===== config.mk =====
export PLATFORM = sky130hd
export DESIGN_NAME = sop_result_serializer
export DESIGN_NICKNAME = d
export VERILOG_FILES = /design/src/rtl/sop_defs.sv /design/src/rtl/sop_result_serializer.sv
export SDC_FILE = /design/constraint.sdc
export NUM_CORES = 1
export LEC_CHECK = 0
export ABC_AREA = 1
export CORE_MARGIN = 4
export CORE_UTILIZATION = 35
export DETAILED_ROUTE_END_ITERATION = 7
export PLACE_DENSITY = 0.62
export SYNTH_ARGS = -nofsm -noshare
export SYNTH_HDL_FRONTEND = slang
export SYNTH_SLANG_ARGS = --single-unit

===== constraint.sdc =====
create_clock -name clk -period 1.2 [get_ports clk]
set_input_delay 0.18 -clock clk [delete_from_list [all_inputs] [get_ports clk]]
set_output_delay 0.18 -clock clk [all_outputs]
set_load 0.01 [all_outputs]

===== src/rtl/sop_defs.sv =====
// Shared encodings for the sum-of-products result path: serializer FSM
// states and bit-order selectors.
package sop_defs;

  typedef enum logic {
    SOP_SER_IDLE  = 1'b0,
    SOP_SER_SHIFT = 1'b1
  } sop_ser_state_e;

  localparam bit SOP_LSB_FIRST = 1'b0;
  localparam bit SOP_MSB_FIRST = 1'b1;

endpackage


===== src/rtl/sop_result_serializer.sv =====
// Parallel-to-serial transmitter for the SOP result word: one load handshake,
// then DATA_WIDTH single-bit valid/ready transfers framed by first/last.
module sop_result_serializer
  import sop_defs::*;
#(
  parameter int DATA_WIDTH = 8,
  parameter bit MSB_FIRST  = SOP_LSB_FIRST,
  localparam int CNT_WIDTH = $clog2(DATA_WIDTH)
) (
  input  logic                  clk,
  input  logic                  rst,
  input  logic                  load_valid,
  input  logic [DATA_WIDTH-1:0] load_data,
  output logic                  load_ready,
  output logic                  ser_out,
  output logic                  ser_valid,
  input  logic                  ser_ready,
  output logic                  ser_first,
  output logic                  ser_last,
  output logic                  busy,
  output logic                  frame_done
);

  localparam logic [CNT_WIDTH-1:0] CNT_LAST = CNT_WIDTH'(DATA_WIDTH - 1);

  sop_ser_state_e        state_q, state_d;
  logic [DATA_WIDTH-1:0] shreg_q, shreg_d;
  logic [CNT_WIDTH-1:0]  cnt_q, cnt_d;
  logic                  done_q, done_d;
  logic                  xfer;
  logic [DATA_WIDTH-1:0] shreg_shifted;

  assign shreg_shifted = (MSB_FIRST == SOP_MSB_FIRST)
                         ? {shreg_q[DATA_WIDTH-2:0], 1'b0}
                         : {1'b0, shreg_q[DATA_WIDTH-1:1]};

  assign xfer = (state_q == SOP_SER_SHIFT) && ser_ready;

  always_comb begin
    state_d = state_q;
    shreg_d = shreg_q;
    cnt_d   = cnt_q;
    done_d  = 1'b0;
    case (state_q)
      SOP_SER_IDLE: begin
        if (load_valid) begin
          shreg_d = load_data;
          cnt_d   = '0;
          state_d = SOP_SER_SHIFT;
        end
      end
      SOP_SER_SHIFT: begin
        if (xfer) begin
          shreg_d = shreg_shifted;
          // Counter parks at its terminal value; the next load clears it.
          if (cnt_q == CNT_LAST) begin
            state_d = SOP_SER_IDLE;
            done_d  = 1'b1;
          end else begin
            cnt_d = cnt_q + 1'b1;
          end
        end
      end
      default: state_d = SOP_SER_IDLE;
    endcase
  end

  always_ff @(posedge clk) begin
    if (!rst) begin
      state_q <= SOP_SER_IDLE;
      shreg_q <= '0;
      cnt_q   <= '0;
      done_q  <= 1'b0;
    end else begin
      state_q <= state_d;
      shreg_q <= shreg_d;
      cnt_q   <= cnt_d;
      done_q  <= done_d;
    end
  end

  // A completed frame leaves the register zero-filled, so ser_out idles low.
  assign ser_out    = (MSB_FIRST == SOP_MSB_FIRST) ? shreg_q[DATA_WIDTH-1] : shreg_q[0];
  assign ser_valid  = (state_q == SOP_SER_SHIFT);
  assign busy       = (state_q == SOP_SER_SHIFT);
  assign load_ready = (state_q == SOP_SER_IDLE);
  assign ser_first  = (state_q == SOP_SER_SHIFT) && (cnt_q == '0);
  assign ser_last   = (state_q == SOP_SER_SHIFT) && (cnt_q == CNT_LAST);
  assign frame_done = done_q;

endmodule


==> results.toml, run 1 <==
[cells_and_area]
drive_gt1_share_pct = 28.57
area.growth.synth_to_final_pct = 57.47
antenna_cells = 0
final_nets = 149
nFillCells = 183
multi_input_area_um2 = 387.9
design_area_um2 = 1028
seqCellArea_um2 = 269.0

[floorplan]
die_h_um = 51.20
fp.dieW_um = 51.20
die-area_um2 = 2621
core_area_um2 = 1745
rows = 15
ios = 19
start_util_pct = 37.42

[critical_path]
r2r_end = "cnt_q[0]"
cp.required_ns = 1.02
r2r_start = "cnt_q[1]"
rrSetupSlack_ns = -0.01
crit_path_start = "cnt_q[1]"
rr_worst_depth = 8
cp.arrival_ns = 1.15
path_class = "reg2out"
end_kind = "output pin"
setup.worst_path.start_class = "flop"
crit_end = "ser_last"
path_max_fanout = 3

[pwr]
p_sw_uw = 295.4
peakVddDrop_mv = 0.5537
powerDensity_nw_per_um2 = 1004
pwr-share-seq_pct = 47.8
clkPwrFrac_pct = 25.8
p_int_uw = 737.6
swShare_pct = 28.60
power_frac_comb_pct = 26.4
leakage_uw = 0.0005213

[place]
port_buffers = 18
globalplace.congestion = 0.7682
dp_hpwl_mm = 1.146
place_area_um2 = 949.7

[sta]
setup_tns_ns = -0.2177
finalHoldViolations = 0
finalClockSkew_ns = 0.006288
timing.final.ws_setup_ns = -0.1306
drv_slew = 0
rsz0062_at_grt = "yes"
worst_pin_slew_ns = 0.1503
slew_headroom_pct = 89.88
finalSetupViolCount = 3
period_minus_slack_ns = 1.331
max_freq_mhz = 751.5
period_share_pct = 110.9

[flow_run]
maxCapViolCount = 0

[synth]
synth_top_family_by_area = "simple AND/OR/NAND/NOR gates"
synth.area.mux_share_pct = 0
netlist_area_um2 = 653.1
ys_seq_area_share_pct = 39.85
post_synth.cell_area_avg_um2 = 6.467
synth-xor-area-share_pct = 0
synthSimpleGateAreaFrac_pct = 36.40
synth_compound_area_share_pct = 8.429
synthCells = 101
synth-seq-cells = 13
synthDistinctLibCells = 15
syn_nets = 116
synth-warning-count = 0
synthAdderAreaFrac_pct = 5.747

[cts]
clockBufferDepth = 2
cts.sinks = 13
cts_root_buf = "clkbuf_4"
worstSkewPairLatency_ns = 0.27
cts_tree = "done"
htree_levels = 1
postCtsHoldBufs = 0
cts_buffers = 3
clk_pin_slew_ns = 0.08

[drt]
ant_nets = 0
routed_wirelength_mm = 1.689
drc = 0
num_vias = 708
drtIter0Drc = 5
first_pass_iters = 3
avgRoutedWirePerCell_um = 10.69
avgViaCountPerCell = 4.481

[outcome]
status = "finished with violations"
violations = "negative setup slack"

[global_routing]
grt_max_degree = 13
grt_pass1_wl_mm = 2.635
grtUsageTotal_pct = 13.40
grt_pass1_vias = 609
antenna_found_initial = 0
overflow = 0

[worst_hold_path]
worstHoldPathCells = 2
hold_path_class = "reg2reg"
[critical path: stages, from the launching register on]
cell and delay, ns:
dfxtp_4 0.36, ha_4 0.16, ha_4 0.16, nand2_4 0.06, inv_2 0.04, buf_6 0.11
[cell usage in the layout (no fill, tap or decap)]
cell type and count:
nand2_1 33, nor3_1 1, ha_4 3, o21ai_1 3, clkbuf_4 3, a21oi_1 4, clkbuf_2 2, inv_1 3
buf_4 14, clkbuf_1 1, dlygate4sd2_1 2, nand3_1 3, dfxtp_2 1, buf_6 1, o21ai_0 4, nor2_1 20
dfxtp_1 10, clkdlybuf4s50_1 11, inv_2 5, nand3_2 1, nand2_2 1, buf_2 2, dfxtp_4 2, buf_12 1
nand2_4 2
[sequential cells by signal, indices dropped and copies added, names as in the netlist]
name        flops
frame_done      1
cnt_q           3
busy            1
shreg_q         8
[through the flow]
step                setup WS (ns)  cells  utilization [%]  hold WS [ns]  total power [uW]
floorplan                 0.04721    101                -        0.2670             627.5
global placement          -0.2529    153            54.41        0.4488             755.9
detailed placement        -0.2678    153            54.41        0.4603             760.2
CTS                       -0.1120    157            57.49        0.4726              1030
global route              -0.1689    158            58.92        0.4920              1097
finish                    -0.1306    158            58.92        0.4662              1033
[synthesized netlist by cell type (all sizes together)]
cell type	instances	area, um^2
nand2	36	137.6
nor2	20	75.07
dfxtp	13	260.3
inv	8	30.03
o21ai	7	35.03
a21oi	4	20.02
buf	4	28.78
nand3	4	20.02
ha	3	37.54
clkbuf	1	3.750
nor3	1	5.000
[logic make-up (layout without fill, tap and decap cells)]
kind of cell             count (synthesis)  in the layout
AO/OA/AOI/OAI                           11             11
adder cells (fa/ha/maj)                  3              3
buffers and inverters                   13             45
flip-flops                              13             13
AND/OR/NAND/NOR                         61             61
[cell type report]
type	instances	share of cell area (%)
clock buffer	4	2.555
multi-input combinational	75	37.71
timing repair buffer	33	27.62
inverter	8	2.920
sequential	13	26.16
tap	25	3.041
[how the worst min path moves through the flow]
stage | slack, ns | startpoint | endpoint
finish | 0.47 | shreg_q[7] | shreg_q[7]
global route | 0.49 | shreg_q[7] | shreg_q[7]
CTS | 0.47 | shreg_q[7] | shreg_q[7]
detailed placement | 0.46 | shreg_q[7] | shreg_q[7]
global placement | 0.45 | shreg_q[7] | shreg_q[7]
floorplan | 0.27 | ser_ready | busy
[power by group through the flow]
stage | registers (uW) | clock network (uW) | logic [uW]
3_5_place_dp | 498 | 0 | 262
4_1_cts | 494 | 278 | 258
2_1_floorplan | 497 | 0 | 131
6_report | 494 | 266 | 273
5_1_grt | 499 | 293 | 305
3_3_place_gp | 496 | 0 | 260
[per-layer routing]
metal	GRT usage, %	wire, um	vias up	share of wire (%)
met5	0	0	-	0
met4	7.623	32	0	1.9
met3	4.082	105	4	6.2
met2	19.96	782	18	46
met1	16.96	769	312	46
li1	-	-	374	-
[what timing repair did]
item,in CTS,in global routing
gates cloned,0,0
setup buffers,1,1
resized for setup,30,13
endpoints found under the setup margin,17,15
pin swaps,2,3
Note: power is estimated with default switching activity, not from simulation.
==> run 2: changes to the inputs <==
CTS_BUF_LIST = sky130_fd_sc_hd__clkbuf_4   (was not set)
==> run 2 against run 1 <==
The flow still finishes with violations (negative setup slack). Total power is 2.2% higher. Clock skew hardly changed. Flip-flop and latch count unchanged. Hold slack about the same. Cell area increased by 0.36%. Sequential power hardly changed. Global-route usage stayed put. Sequential share of layout area shrank 0.095 points. Critical path type unchanged. Largest power group unchanged.
==> results.toml, run 2 (synthesized netlist as in run 1, its figures left out) <==
[cts]
postCtsHoldBufs = 0
clk_pin_slew_ns = 0.08
cts.sinks = 13
worstSkewPairLatency_ns = 0.27
htree_levels = 1
cts_tree = "done"
clockBufferDepth = 2
cts_buffers = 3
cts_root_buf = "clkbuf_4"

[sta]
period_minus_slack_ns = 1.331
drv_slew = 0
finalHoldViolations = 0
worst_pin_slew_ns = 0.1503
finalClockSkew_ns = 0.006256
rsz0062_at_grt = "yes"
finalSetupViolCount = 3
period_share_pct = 110.9
max_freq_mhz = 751.5
slew_headroom_pct = 89.88
timing.final.ws_setup_ns = -0.1306

[critical_path]
cp_slowest_cell = "dfxtp_4"
crit_path_max_incr_delay_ns = 0.36
end_kind = "output pin"
worstPathCellList = "ha_4, ha_4, nand2_4, inv_2, buf_6"
setup.worst_path.start_class = "flop"
path_max_fanout = 3
cp.required_ns = 1.02
rr_worst_depth = 8
critPathMostFrequentCell = "ha_4"
cp.arrival_ns = 1.15
path_class = "reg2out"

[global_routing]
grt_pass1_vias = 611
antenna_found_initial = 0
overflow = 0
grt_max_degree = 13
grtUsageTotal_pct = 13.40
grt_pass1_wl_mm = 2.642

[drt]
avgViaCountPerCell = 4.487
drc = 0
avgRoutedWirePerCell_um = 10.69
m1WireLength_um = 766
routed_wirelength_mm = 1.689
route.met3.wl_um = 105
first_pass_iters = 3
ant_nets = 0
highest_layer = "met4"
num_vias = 709
wl_met2_um = 784
drtIter0Drc = 5

[outcome]
status = "finished with violations"
violations = "negative setup slack"

[pwr]
peakVddDrop_mv = 0.5563
leakage_uw = 0.0005247
p_total_uw = 1056
powerDensity_nw_per_um2 = 1023

[cells_and_area]
drive_gt1_share_pct = 29.32
area.growth.synth_to_final_pct = 58.05
largest_register_ffs = 8
nFillCells = 181
layout_common_cells = "33 x nand2_1, 20 x nor2_1, 14 x buf_4, 11 x clkdlybuf4s50_1, 10 x dfxtp_1"
layout_commonest_cell = "nand2_1"
antenna_cells = 0
multi_input_area_um2 = 387.9
top_register = "shreg_q"
final_nets = 149
biggestRegsByFlops = "shreg_q x8, cnt_q x3"
seqCellArea_um2 = 269.0
design_area_um2 = 1032

[worst_hold_path]
hold_path_class = "reg2reg"
worstHoldPathCells = 2

[place]
port_buffers = 18
globalplace.congestion = 0.7682
place_area_um2 = 949.7
dp_hpwl_mm = 1.146

[floorplan]
die_h_um = 51.20
fp.dieW_um = 51.20
start_util_pct = 37.42
core_area_um2 = 1745
rows = 15
die-area_um2 = 2621
ios = 19

[flow_run]
maxCapViolCount = 0
==> run 2: changes by cell type in the layout (fill, tap and decap cells not counted) <==
cell / delta
clkbuf_1: -1
clkbuf_4: +1
==> run 2: worst paths after layout <==
check        slack (ns)        from    endpoint
min                0.47  shreg_q[7]  shreg_q[7]
min reg2reg        0.47  shreg_q[7]  shreg_q[7]
max               -0.13    cnt_q[1]    ser_last
max reg2reg       -0.01    cnt_q[1]    cnt_q[0]
==> run 2: worst max-delay path, delay by kind of cell (launching register included) <==
| family | cells | cell delay (ns) |
|---|---|---|
| buffers and inverters | 2 | 0.15 |
| DFF | 1 | 0.36 |
| and+or+nand+nor | 1 | 0.06 |
| adders and majority gates | 2 | 0.32 |
==> run 2: where the power goes <==
part | internal [uW] | switching, uW | leakage, uW
Combinational | 142 | 131 | 0.000397
Sequential | 467 | 27.0 | 0.000109
Clock | 151 | 138 | 0.0000184
Total | 760 | 296 | 0.000525
==> run 2: layout make-up <==
cell class | instances | area share (%)
Multi-Input combinational cell | 75 | 37.58
Timing Repair Buffer | 33 | 27.52
Sequential cell | 13 | 26.06
Tap cell | 25 | 3.030
Clock buffer | 4 | 2.909
Inverter | 8 | 2.909
==> run 2: through the flow <==
step	hold WS, ns	setup slack, ns	utilization, %	setup TNS (ns)	instances
2_1_floorplan	0.2670	0.04721	-	0	101
3_3_place_gp	0.4488	-0.2529	54.41	-1.295	153
3_5_place_dp	0.4603	-0.2678	54.41	-1.307	153
4_1_cts	0.4726	-0.1120	57.71	-0.2207	157
5_1_grt	0.4920	-0.1689	59.14	-0.4707	158
6_report	0.4666	-0.1306	59.14	-0.2177	158
==> run 2: what timing repair did <==
item | 4_1_cts | 5_1_grt
endpoints found under the setup margin | 17 | 15
gates cloned | 0 | 0
resized for setup | 30 | 13
pin swaps | 2 | 3
setup buffers | 1 | 1
==> run 2: metal layers <==
metal / up-vias / track usage [%]
met4: 0 / 7.623
met1: 313 / 16.96
li1: 374 / -
met3: 4 / 4.082
met2: 18 / 19.96
met5: - / 0
==> run 3: changes to the inputs <==
CORE_MARGIN = 2   (was 4)
==> run 3 against run 2 <==
The run still ends with negative setup slack left. Final cell count grew 0.63%. Utilization unchanged. Critical path depth is the same. Cell area is the same. Register-to-register slack improved by 0.06 ns.
==> results.toml, run 3 (synthesized netlist as in run 1, its figures left out) <==
[global_routing]
grt_use_met3_pct = 5.769
grt_pass1_vias = 601
overflow = 0
grt_max_degree = 13
antenna_found_initial = 0
busiest_layer = "met2"
grtUsageTotal_pct = 15.95
use_met1_pct = 20.05
grt_use_met2_pct = 25.48
grt_pass1_wl_mm = 2.477

[flow_run]
maxCapViolCount = 0

[pwr]
clkPwrFrac_pct = 27.8
pwr-share-seq_pct = 46.7
power_frac_comb_pct = 25.5
swShare_pct = 28.16
peakVddDrop_mv = 0.6516
powerDensity_nw_per_um2 = 1018
p_total_uw = 1051
p_int_uw = 755.1
p_sw_uw = 296.0
leakage_uw = 0.0005290

[sta]
period_share_pct = 110.4
slew_headroom_pct = 89.12
max_freq_mhz = 755.0
rsz0062_at_grt = "yes"
timing.final.ws_setup_ns = -0.1245
finalClockSkew_ns = 0.009107
period_minus_slack_ns = 1.324
drv_slew = 0
finalSetupViolCount = 2
finalHoldViolations = 0
worst_pin_slew_ns = 0.1620

[drt]
drc = 0
first_pass_iters = 4
avgViaCountPerCell = 4.547
avgRoutedWirePerCell_um = 9.755
drtIter0Drc = 6
num_vias = 723
routed_wirelength_mm = 1.551
ant_nets = 0

[critical_path]
cp.arrival_ns = 1.14
critPathBufInv = 2
cp.depth = 5
path_class = "reg2out"
crit_path_max_incr_delay_ns = 0.35
cp_slowest_cell = "dfxtp_2"
rrSetupSlack_ns = 0.05
setup.worst_path.start_class = "flop"
r2r_start = "cnt_q[0]"
end_kind = "output pin"
worstPathCellList = "ha_4, ha_4, nand2_4, inv_2, buf_6"
crit_path_start = "cnt_q[0]"
r2r_end = "cnt_q[0]"
cpLargestDelayFamily = "flip-flops"
cp.required_ns = 1.02
crit_end = "ser_last"
critPathMostFrequentCell = "ha_4"
path_max_fanout = 3
rr_worst_depth = 7

[cells_and_area]
top_register = "shreg_q"
stdcell_count = 159
design_area_um2 = 1032
biggestRegsByFlops = "shreg_q x8, cnt_q x3"
area.growth.synth_to_final_pct = 58.05
antenna_cells = 0
layout_commonest_cell = "nand2_1"
final_nets = 150
layout_common_cells = "33 x nand2_1, 20 x nor2_1, 14 x buf_4, 11 x clkdlybuf4s50_1, 10 x dfxtp_1"
finish.utilization_pct = 59.14
largest_register_ffs = 8
drive_gt1_share_pct = 29.10

[floorplan]
core_area_um2 = 1745
die_h_um = 47.20
ios = 19
start_util_pct = 37.42
fp.dieW_um = 47.20
rows = 15
die-area_um2 = 2228

[cts]
clk_pin_slew_ns = 0.08
htree_levels = 1
clockBufferDepth = 2
worstSkewPairLatency_ns = 0.28
cts_root_buf = "clkbuf_4"
cts_buffers = 3
cts.sinks = 13
cts_tree = "done"

[outcome]
violations = "negative setup slack"
status = "finished with violations"

[place]
dp_cells = 153
port_buffers = 18
place_ws_ns = -0.2627
globalplace.congestion = 0.7952
dp_hpwl_mm = 1.090
place_area_um2 = 937.1

[worst_hold_path]
hold_path_class = "reg2reg"
run 3: cell count changes in the layout (fill, tap and decap cells not counted), sizes merged:
cell | before | now
nand2 | 36 | 37
run 3: worst register-to-register path: stages, from the launching register on:
cell	delay [ns]
dfxtp_2	0.35
ha_4	0.16
ha_4	0.15
nand2_4	0.06
buf_6	0.11
nand3_2	0.08
nor2_1	0.10
nor2_1	0.05
run 3: final cells by class:
cell class              instances  area [um^2]
fillers                       177        713.2
multi-input cells              76        385.4
repair buffers                 33        281.5
flip-flops and latches         13        266.5
inverters                       8        37.54
well taps                      25        31.28
clock buffers                   4        30.03
run 3: worst min-delay path by stage:
stage | start | end | slack [ns] | cells after the start
final | shreg_q[7] | shreg_q[7] | 0.48 | 2
after floorplan | ser_ready | busy | 0.27 | 1
after CTS | load_data[7] | shreg_q[7] | 0.47 | 3
after global placement | shreg_q[7] | shreg_q[7] | 0.46 | 2
after detailed placement | shreg_q[7] | shreg_q[7] | 0.46 | 2
after global routing | load_data[7] | shreg_q[7] | 0.50 | 3
run 3: layer usage:
metal	share of wire, %	vias up
met5	0	-
met4	0	0
met3	4.3	0
met2	46	18
met1	50	325
li1	-	380
run 3: stage by stage:
step,hold WS [ns],setup TNS (ns)
6_report,0.4755,-0.2076
5_1_grt,0.5023,-0.3217
4_1_cts,0.4705,-0.3633
3_5_place_dp,0.4634,-1.612
3_3_place_gp,0.4559,-1.652
2_1_floorplan,0.2670,0
run 3: timing repair:
item	CTS	global route
hold buffers	0	0
gates cloned	0	1
resized for setup	28	14
endpoints found under the setup margin	17	14
pin swaps	3	2
endpoints found under the hold margin	0	0
buffers inserted	1	1
run 3: power by group through the flow:
| stage | registers [uW] | clock network, uW | logic, uW |
|---|---|---|---|
| floorplan | 497 | 0 | 131 |
| global placement | 495 | 0 | 251 |
| detailed placement | 496 | 0 | 253 |
| CTS | 492 | 308 | 253 |
| global route | 496 | 328 | 304 |
| finish | 491 | 292 | 268 |
